[src/rtl/time_surface_scan_controller.sv]
`default_nettype none
// ============================================================================
//  Module   : time_surface_scan_controller
//  Purpose  : Sweeps every cell of the exponential time-surface encoder and
//             streams the returned decay values out as valid/ready beats.
//             A scan starts on a start pulse or on the periodic auto trigger.
//             Reads are paced by credits so the small output FIFO never
//             overflows while downstream applies backpressure.
//  Ports    : clk, rst            - clock, synchronous active-high reset
//             start, auto_en      - scan request / periodic trigger enable
//             ts_read_*           - encoder read port (enable, addr, value)
//             feat_*              - output stream (valid, ready, data, addr,
//                                   last)
//             busy, done, overrun - status: scanning, end pulse, dropped
//                                   trigger pulse
//  Revision : 1.0 - initial release
// ============================================================================
module time_surface_scan_controller #(
    parameter int GRID_SIZE     = 16,
    parameter int ADDR_BITS     = 8,
    parameter int VALUE_BITS    = 8,
    parameter int READ_LATENCY  = 2,
    parameter int FIFO_DEPTH    = 4,
    parameter int PERIOD_CYCLES = 65536
) (
    input  logic                  clk,
    input  logic                  rst,
    input  logic                  start,
    input  logic                  auto_en,
    output logic                  ts_read_enable,
    output logic [ADDR_BITS-1:0]  ts_read_addr,
    input  logic [VALUE_BITS-1:0] ts_read_value,
    output logic                  feat_valid,
    input  logic                  feat_ready,
    output logic [VALUE_BITS-1:0] feat_data,
    output logic [ADDR_BITS-1:0]  feat_addr,
    output logic                  feat_last,
    output logic                  busy,
    output logic                  done,
    output logic                  overrun
);

    localparam int c_NUM_CELLS = GRID_SIZE * GRID_SIZE;
    localparam logic [ADDR_BITS-1:0] c_LAST_ADDR = ADDR_BITS'(c_NUM_CELLS - 1);
    localparam int c_PTR_W = (FIFO_DEPTH > 1) ? $clog2(FIFO_DEPTH) : 1;
    localparam int c_CNT_W = $clog2(FIFO_DEPTH + 1);
    localparam int c_PER_W = (PERIOD_CYCLES > 1) ? $clog2(PERIOD_CYCLES) : 1;
    localparam int c_CR_W  = $clog2(FIFO_DEPTH + READ_LATENCY + 1) + 1;
    localparam logic [c_PER_W-1:0] c_PERIOD_LAST = c_PER_W'(PERIOD_CYCLES - 1);
    localparam logic [c_CR_W-1:0]  c_DEPTH_CR    = c_CR_W'(FIFO_DEPTH);

    localparam logic [1:0] c_ST_IDLE  = 2'd0;
    localparam logic [1:0] c_ST_SCAN  = 2'd1;
    localparam logic [1:0] c_ST_DRAIN = 2'd2;

    logic [1:0]              r_state;
    logic [1:0]              w_state_next;
    logic [c_PER_W-1:0]      r_period_cnt;
    logic [ADDR_BITS-1:0]    r_issue_addr;
    logic [ADDR_BITS-1:0]    r_last_addr;
    logic [READ_LATENCY-1:0] r_tag_v;
    logic [ADDR_BITS-1:0]    r_tag_addr [READ_LATENCY];
    logic [VALUE_BITS-1:0]   r_mem_data [FIFO_DEPTH];
    logic [ADDR_BITS-1:0]    r_mem_addr [FIFO_DEPTH];
    logic [c_PTR_W-1:0]      r_wr_ptr;
    logic [c_PTR_W-1:0]      r_rd_ptr;
    logic [c_CNT_W-1:0]      r_count;
    logic                    r_done;

    logic                    w_trigger;
    logic                    w_pop;
    logic                    w_push;
    logic [c_CR_W-1:0]       w_inflight;
    logic [c_CR_W-1:0]       w_occ;
    logic                    w_issue;
    logic                    w_drain_done;

    assign w_trigger = start | (auto_en & (r_period_cnt == c_PERIOD_LAST));
    assign w_pop     = (r_count != '0) & feat_ready;
    assign w_push    = r_tag_v[READ_LATENCY-1];

    always_comb begin
        w_inflight = '0;
        for (int i = 0; i < READ_LATENCY; i++) begin
            w_inflight = w_inflight + c_CR_W'(r_tag_v[i]);
        end
    end

    // Occupancy excludes the entry leaving this cycle so a pop frees its
    // credit immediately and full-rate streaming needs no extra slack.
    assign w_occ        = c_CR_W'(r_count) - c_CR_W'(w_pop);
    assign w_issue      = (r_state == c_ST_SCAN) && ((w_occ + w_inflight) < c_DEPTH_CR);
    assign w_drain_done = (w_inflight == '0) && (w_occ == '0);

    // ---------------------------------------------------------------- FSM
    always_ff @(posedge clk) begin
        if (rst) begin
            r_state <= c_ST_IDLE;
        end else begin
            r_state <= w_state_next;
        end
    end

    always_comb begin
        w_state_next = r_state;
        case (r_state)
            c_ST_IDLE: begin
                if (w_trigger) w_state_next = c_ST_SCAN;
            end
            c_ST_SCAN: begin
                if (w_issue && (r_issue_addr == c_LAST_ADDR)) w_state_next = c_ST_DRAIN;
            end
            c_ST_DRAIN: begin
                if (w_drain_done) w_state_next = c_ST_IDLE;
            end
            default: w_state_next = c_ST_IDLE;
        endcase
    end

    always_comb begin
        ts_read_enable = (r_state != c_ST_IDLE);
        busy           = (r_state != c_ST_IDLE);
        overrun        = w_trigger && (r_state != c_ST_IDLE);
        done           = r_done;
        // On a stall the last issued address is re-presented; the encoder
        // read is side-effect free and keeps its pipeline moving.
        ts_read_addr   = '0;
        if (w_issue) begin
            ts_read_addr = r_issue_addr;
        end else if (r_state != c_ST_IDLE) begin
            ts_read_addr = r_last_addr;
        end
    end

    // ---------------------------------------------------------- datapath
    always_ff @(posedge clk) begin
        if (rst) begin
            r_period_cnt <= '0;
            r_issue_addr <= '0;
            r_last_addr  <= '0;
            r_tag_v      <= '0;
            r_wr_ptr     <= '0;
            r_rd_ptr     <= '0;
            r_count      <= '0;
            r_done       <= 1'b0;
            for (int i = 0; i < READ_LATENCY; i++) begin
                r_tag_addr[i] <= '0;
            end
            for (int i = 0; i < FIFO_DEPTH; i++) begin
                r_mem_data[i] <= '0;
                r_mem_addr[i] <= '0;
            end
        end else begin
            if (!auto_en) begin
                r_period_cnt <= '0;
            end else if (r_period_cnt == c_PERIOD_LAST) begin
                r_period_cnt <= '0;
            end else begin
                r_period_cnt <= r_period_cnt + 1'b1;
            end

            if ((r_state == c_ST_IDLE) && w_trigger) begin
                r_issue_addr <= '0;
                r_last_addr  <= '0;
            end else if (w_issue) begin
                r_last_addr <= r_issue_addr;
                // Terminal address is not incremented so it never wraps.
                if (r_issue_addr != c_LAST_ADDR) begin
                    r_issue_addr <= r_issue_addr + 1'b1;
                end
            end

            // Tag pipeline mirrors the encoder read latency; a set tag at the
            // tail marks the cycle its value is present on ts_read_value.
            for (int i = READ_LATENCY - 1; i > 0; i--) begin
                r_tag_v[i]    <= r_tag_v[i-1];
                r_tag_addr[i] <= r_tag_addr[i-1];
            end
            r_tag_v[0]    <= w_issue;
            r_tag_addr[0] <= r_issue_addr;

            if (w_push) begin
                r_mem_data[r_wr_ptr] <= ts_read_value;
                r_mem_addr[r_wr_ptr] <= r_tag_addr[READ_LATENCY-1];
                r_wr_ptr             <= r_wr_ptr + 1'b1;
            end
            if (w_pop) begin
                r_rd_ptr <= r_rd_ptr + 1'b1;
            end
            r_count <= r_count + c_CNT_W'(w_push) - c_CNT_W'(w_pop);

            r_done <= (r_state == c_ST_DRAIN) && w_drain_done;
        end
    end

    // The stream head is read straight from the FIFO storage registers, so
    // it stays stable while the beat is held off by backpressure.
    always_comb begin
        feat_valid = (r_count != '0);
        feat_data  = '0;
        feat_addr  = '0;
        feat_last  = 1'b0;
        if (feat_valid) begin
            feat_data = r_mem_data[r_rd_ptr];
            feat_addr = r_mem_addr[r_rd_ptr];
            feat_last = (r_mem_addr[r_rd_ptr] == c_LAST_ADDR);
        end
    end

endmodule
`default_nettype wire

[config.mk]
export PLATFORM = sky130hd
export DESIGN_NAME = time_surface_scan_controller
export DESIGN_NICKNAME = d
export VERILOG_FILES = /design/src/rtl/time_surface_scan_controller.sv
export SDC_FILE = /design/constraint.sdc
export NUM_CORES = 1
export LEC_CHECK = 0
export CORE_MARGIN = 4
export CORE_UTILIZATION = 60
export CTS_BUF_LIST = sky130_fd_sc_hd__clkbuf_2 sky130_fd_sc_hd__clkbuf_4 sky130_fd_sc_hd__clkbuf_8
export CTS_CLUSTER_DIAMETER = 30
export CTS_CLUSTER_SIZE = 40
export DETAILED_ROUTE_END_ITERATION = 7
export PLACE_DENSITY = 0.82
export SETUP_SLACK_MARGIN = 0.3
export SYNTH_ARGS = -nofsm -noshare
export SYNTH_HDL_FRONTEND = slang
export SYNTH_SLANG_ARGS = --single-unit
[constraint.sdc]
create_clock -name clk -period 6.3 [get_ports clk]
set_clock_uncertainty 0.15 [all_clocks]
set_input_delay 0.945 -clock clk [delete_from_list [all_inputs] [get_ports clk]]
set_output_delay 0.945 -clock clk [all_outputs]
set_load 0.02 [all_outputs]
==> run_results.csv <==
group,metric,value,unit
clocking,numCtsBuffers,17,
critical_path,crit_slowest_cell,"or3_1",
grt,grt_overflow,0,
yosys,synthArstFlopShare,0,%
clocking,cts.clk_slew.worst_paths,60,ps
drt,wl_per_cell,14.9,um
drt,antenna_left,0,
placed_design,place_congestion,0.810,
grt,antenna_found_initial,0,
placed_design,place_hpwl,6160,um
critical_path,crit_buf_inv,2,
status,status,"completed",
yosys,synth_ff_type,"edfxtp_1",
job,cap_viol_max_count,0,
cells_and_area,nFillCells,583,
power,p_int,1490,uW
yosys,syn-instance-count,473,
critical_path,critPathMostFrequentCell,"ha_1",
die,rows,34,
clocking,clkSinkCount,126,
critical_path,crit_path_end_kind,"primary output",
die,die_w,103,um
placed_design,dp.cells,601,
clocking,htree_levels,4,
timing,tns,0,ps
grt,grt_start_max_net_pins,39,
critical_path,path_delay_family,"simple AND/OR/NAND/NOR gates",
critical_path,critPathMaxFanout,20,
timing,finalSetupViolCount,0,
grt,track_usage,19.8,%
yosys,yosysSeqAreaShare,58.7,%
power,comb_power_share,19.9,%
cells_and_area,drive_gt1_share,11.6,%
clocking,cts_buffer_depth,2,
yosys,yosysTopAreaCellShare,35.7,%
yosys,yosysWarnings,0,
drt,dr.pass1.iters,4,
die,io-pin-count,43,
clocking,cts_tree,"done",
timing,fmax,190,MHz
clocking,postCtsSetupBuffers,0,
drt,drt-total-wl,9420,um
cells_and_area,diodes,0,
drt,drc,0,
yosys,synth_edf_count,64,
die,start_util,61.8,%
power,p_clk_share,33.2,%
yosys,avgSynthCellArea,11.4,um^2
grt,grt_pass1_wl,16000,um
yosys,synth-seq-cells,126,
timing,slew_viol_final,0,
power,p_per_area,324,mW/mm^2
die,dieArea,0.0106,mm^2
timing,hold_violations,0,
timing,finalCritPeriodShare,83.5,%
grt,grt_pass1_vias,3475,
die,die_height,103,um
critical_path,slowest_delay,620,ps
yosys,synth_area_leaders,"edfxtp_1, dfxtp_1, mux4_2",
yosys,synth_top_area_cell,"edfxtp_1",
critical_path,arrival,4160,ps
placed_design,io_buffers,42,
power,p_sw_share,26.7,%
critical_path,worstPathCellList,"or3_1 > and2_1 > ha_1 > inv_1 > ha_1 > ha_1 > nor3b_1 > and3_1 > mux2i_1 > nor2_1 > clkdlybuf4s50_1",
cells_and_area,final_cells,633,
yosys,synth_area,0.00539,mm^2
power,ir_drop,178,uV
timing,min_period,5260,ps
cells_and_area,areaGrowthSynthToFinish,16.2,%
clocking,clkLatencyLatePin,420,ps
yosys,yosysUniqueCellTypes,48,
critical_path,path_class,"reg2out",
die,core_area,0.00872,mm^2
power,power_switching,543,uW
yosys,synth_nets,497,
clocking,ctsHoldBuffers,0,
clocking,root_buffer,"clkbuf_8",
timing,tightest_slew,1040,ps
critical_path,cp-start-kind,"flop",
cells_and_area,finalNetCount,536,
timing,rsz0062_at_grt,"false",
clocking,cts_resized,0,
power,p_seq_share,46.9,%
hold_path,hold_path.class,"reg2reg",
drt,vias,3404,
cells_and_area,post-route-util,71.8,%
critical_path,cp.required,5200,ps
drt,via_per_inst,5.38,
timing,worst_slew_margin_rel,30.5,%
power,leakage,0.00229,uW
drt,first_iter_violations,133,
sequential cells by signal (all words and copies together), names as in the netlist, 3 cells and up, named ones only:
| signal | cells |
|---|---|
| r_issue_addr | 8 |
| r_tag_addr | 16 |
| r_count | 3 |
| r_mem_addr | 32 |
| r_period_cnt | 16 |
| r_mem_data | 32 |
| r_last_addr | 8 |
area by class of cell:
cell class                      instances  area [um^2]  area share (%)
Multi-Input combinational cell        292         2010            32.2
Timing Repair Buffer                   45          443            7.07
Inverter                               30          113            1.80
Clock inverter                         10          115            1.84
Sequential cell                       126         3160            50.5
Tap cell                              108          135            2.16
Clock buffer                           22          278            4.44
per-stage QoR:
step	setup slack, ps	instance area (um^2)	total power [uW]	hold slack, ps
6_report	1040	6260	2030	289
5_1_grt	650	6260	2140	307
4_1_cts	987	6260	2050	292
3_5_place_dp	1070	5870	1380	272
3_3_place_gp	1140	5870	1370	268
2_1_floorplan	2220	5390	1250	264
logic make-up (layout without fill, tap and decap cells):
family | after synthesis | in the layout | synth area share, %
buffers and inverters | 55 | 107 | 4.13
xor gates and xnor gates | 17 | 17 | 2.76
adders and majority gates | 11 | 11 | 2.69
and+or+nand+nor | 209 | 209 | 19.9
muxes | 24 | 24 | 8.18
AOI/OAI and AO/OA | 31 | 31 | 3.65
DFF | 126 | 126 | 58.7
path summary, 6_finish.rpt:
check / start / endpoint / slack [ps] / cells after the start
setup / recovery: r_count[1] / ts_read_addr[4] / 1040 / 11
hold / removal: r_tag_addr[0][6] / r_tag_addr[0][14] / 290 / 1
setup reg to reg: r_count[1] / r_issue_addr[3] / 2750 / 10
hold reg to reg: r_tag_addr[0][6] / r_tag_addr[0][14] / 290 / 1
power groups by stage:
stage	logic, uW	clock network (uW)	registers (uW)
global route	442	734	960
detailed placement	409	0	971
finish	404	675	951
global placement	397	0	970
CTS	412	685	954
floorplan	316	0	931
Yosys cell counts, types with 8 or more instances:
master    instances
mux4_2           16
nor2_1           78
ha_1             10
nand2_1          25
and2_1           34
mux2i_1           8
nor2b_1          18
edfxtp_1         64
clkbuf_1         17
inv_1            30
xnor2_1          11
dfxtp_1          62
nand3_1          15
a21oi_1          13
placed cells by master (no fill, tap or decap), types with 3 or more instances in the layout:
| cell | instances |
|---|---|
| nor3_1 | 5 |
| nor4_1 | 3 |
| o21ai_0 | 4 |
| nand2b_1 | 3 |
| and2_1 | 34 |
| inv_1 | 30 |
| dfxtp_1 | 62 |
| nand3_1 | 15 |
| clkinv_2 | 3 |
| or3_1 | 4 |
| edfxtp_1 | 64 |
| a21oi_1 | 13 |
| o31ai_1 | 5 |
| mux2i_1 | 8 |
| clkbuf_8 | 18 |
| clkdlybuf4s50_1 | 42 |
| mux4_2 | 16 |
| xor2_1 | 6 |
| nor2b_1 | 18 |
| and4_1 | 3 |
| clkinvlp_4 | 3 |
| nand4_1 | 3 |
| clkbuf_4 | 4 |
| xnor2_1 | 11 |
| nor2_1 | 78 |
| nand2_1 | 25 |
| or4_1 | 4 |
| ha_1 | 10 |
| buf_4 | 3 |
per-layer routing:
| metal | up-vias | wire (um) | GRT usage (%) |
|---|---|---|---|
| li1 | 1699 | - | - |
| met5 | - | 0 | 0 |
| met3 | 9 | 502 | 5.41 |
| met2 | 74 | 4870 | 34.5 |
| met1 | 1622 | 3960 | 23.4 |
| met4 | 0 | 91 | 7.57 |
Note: power is estimated with default switching activity, not from simulation.
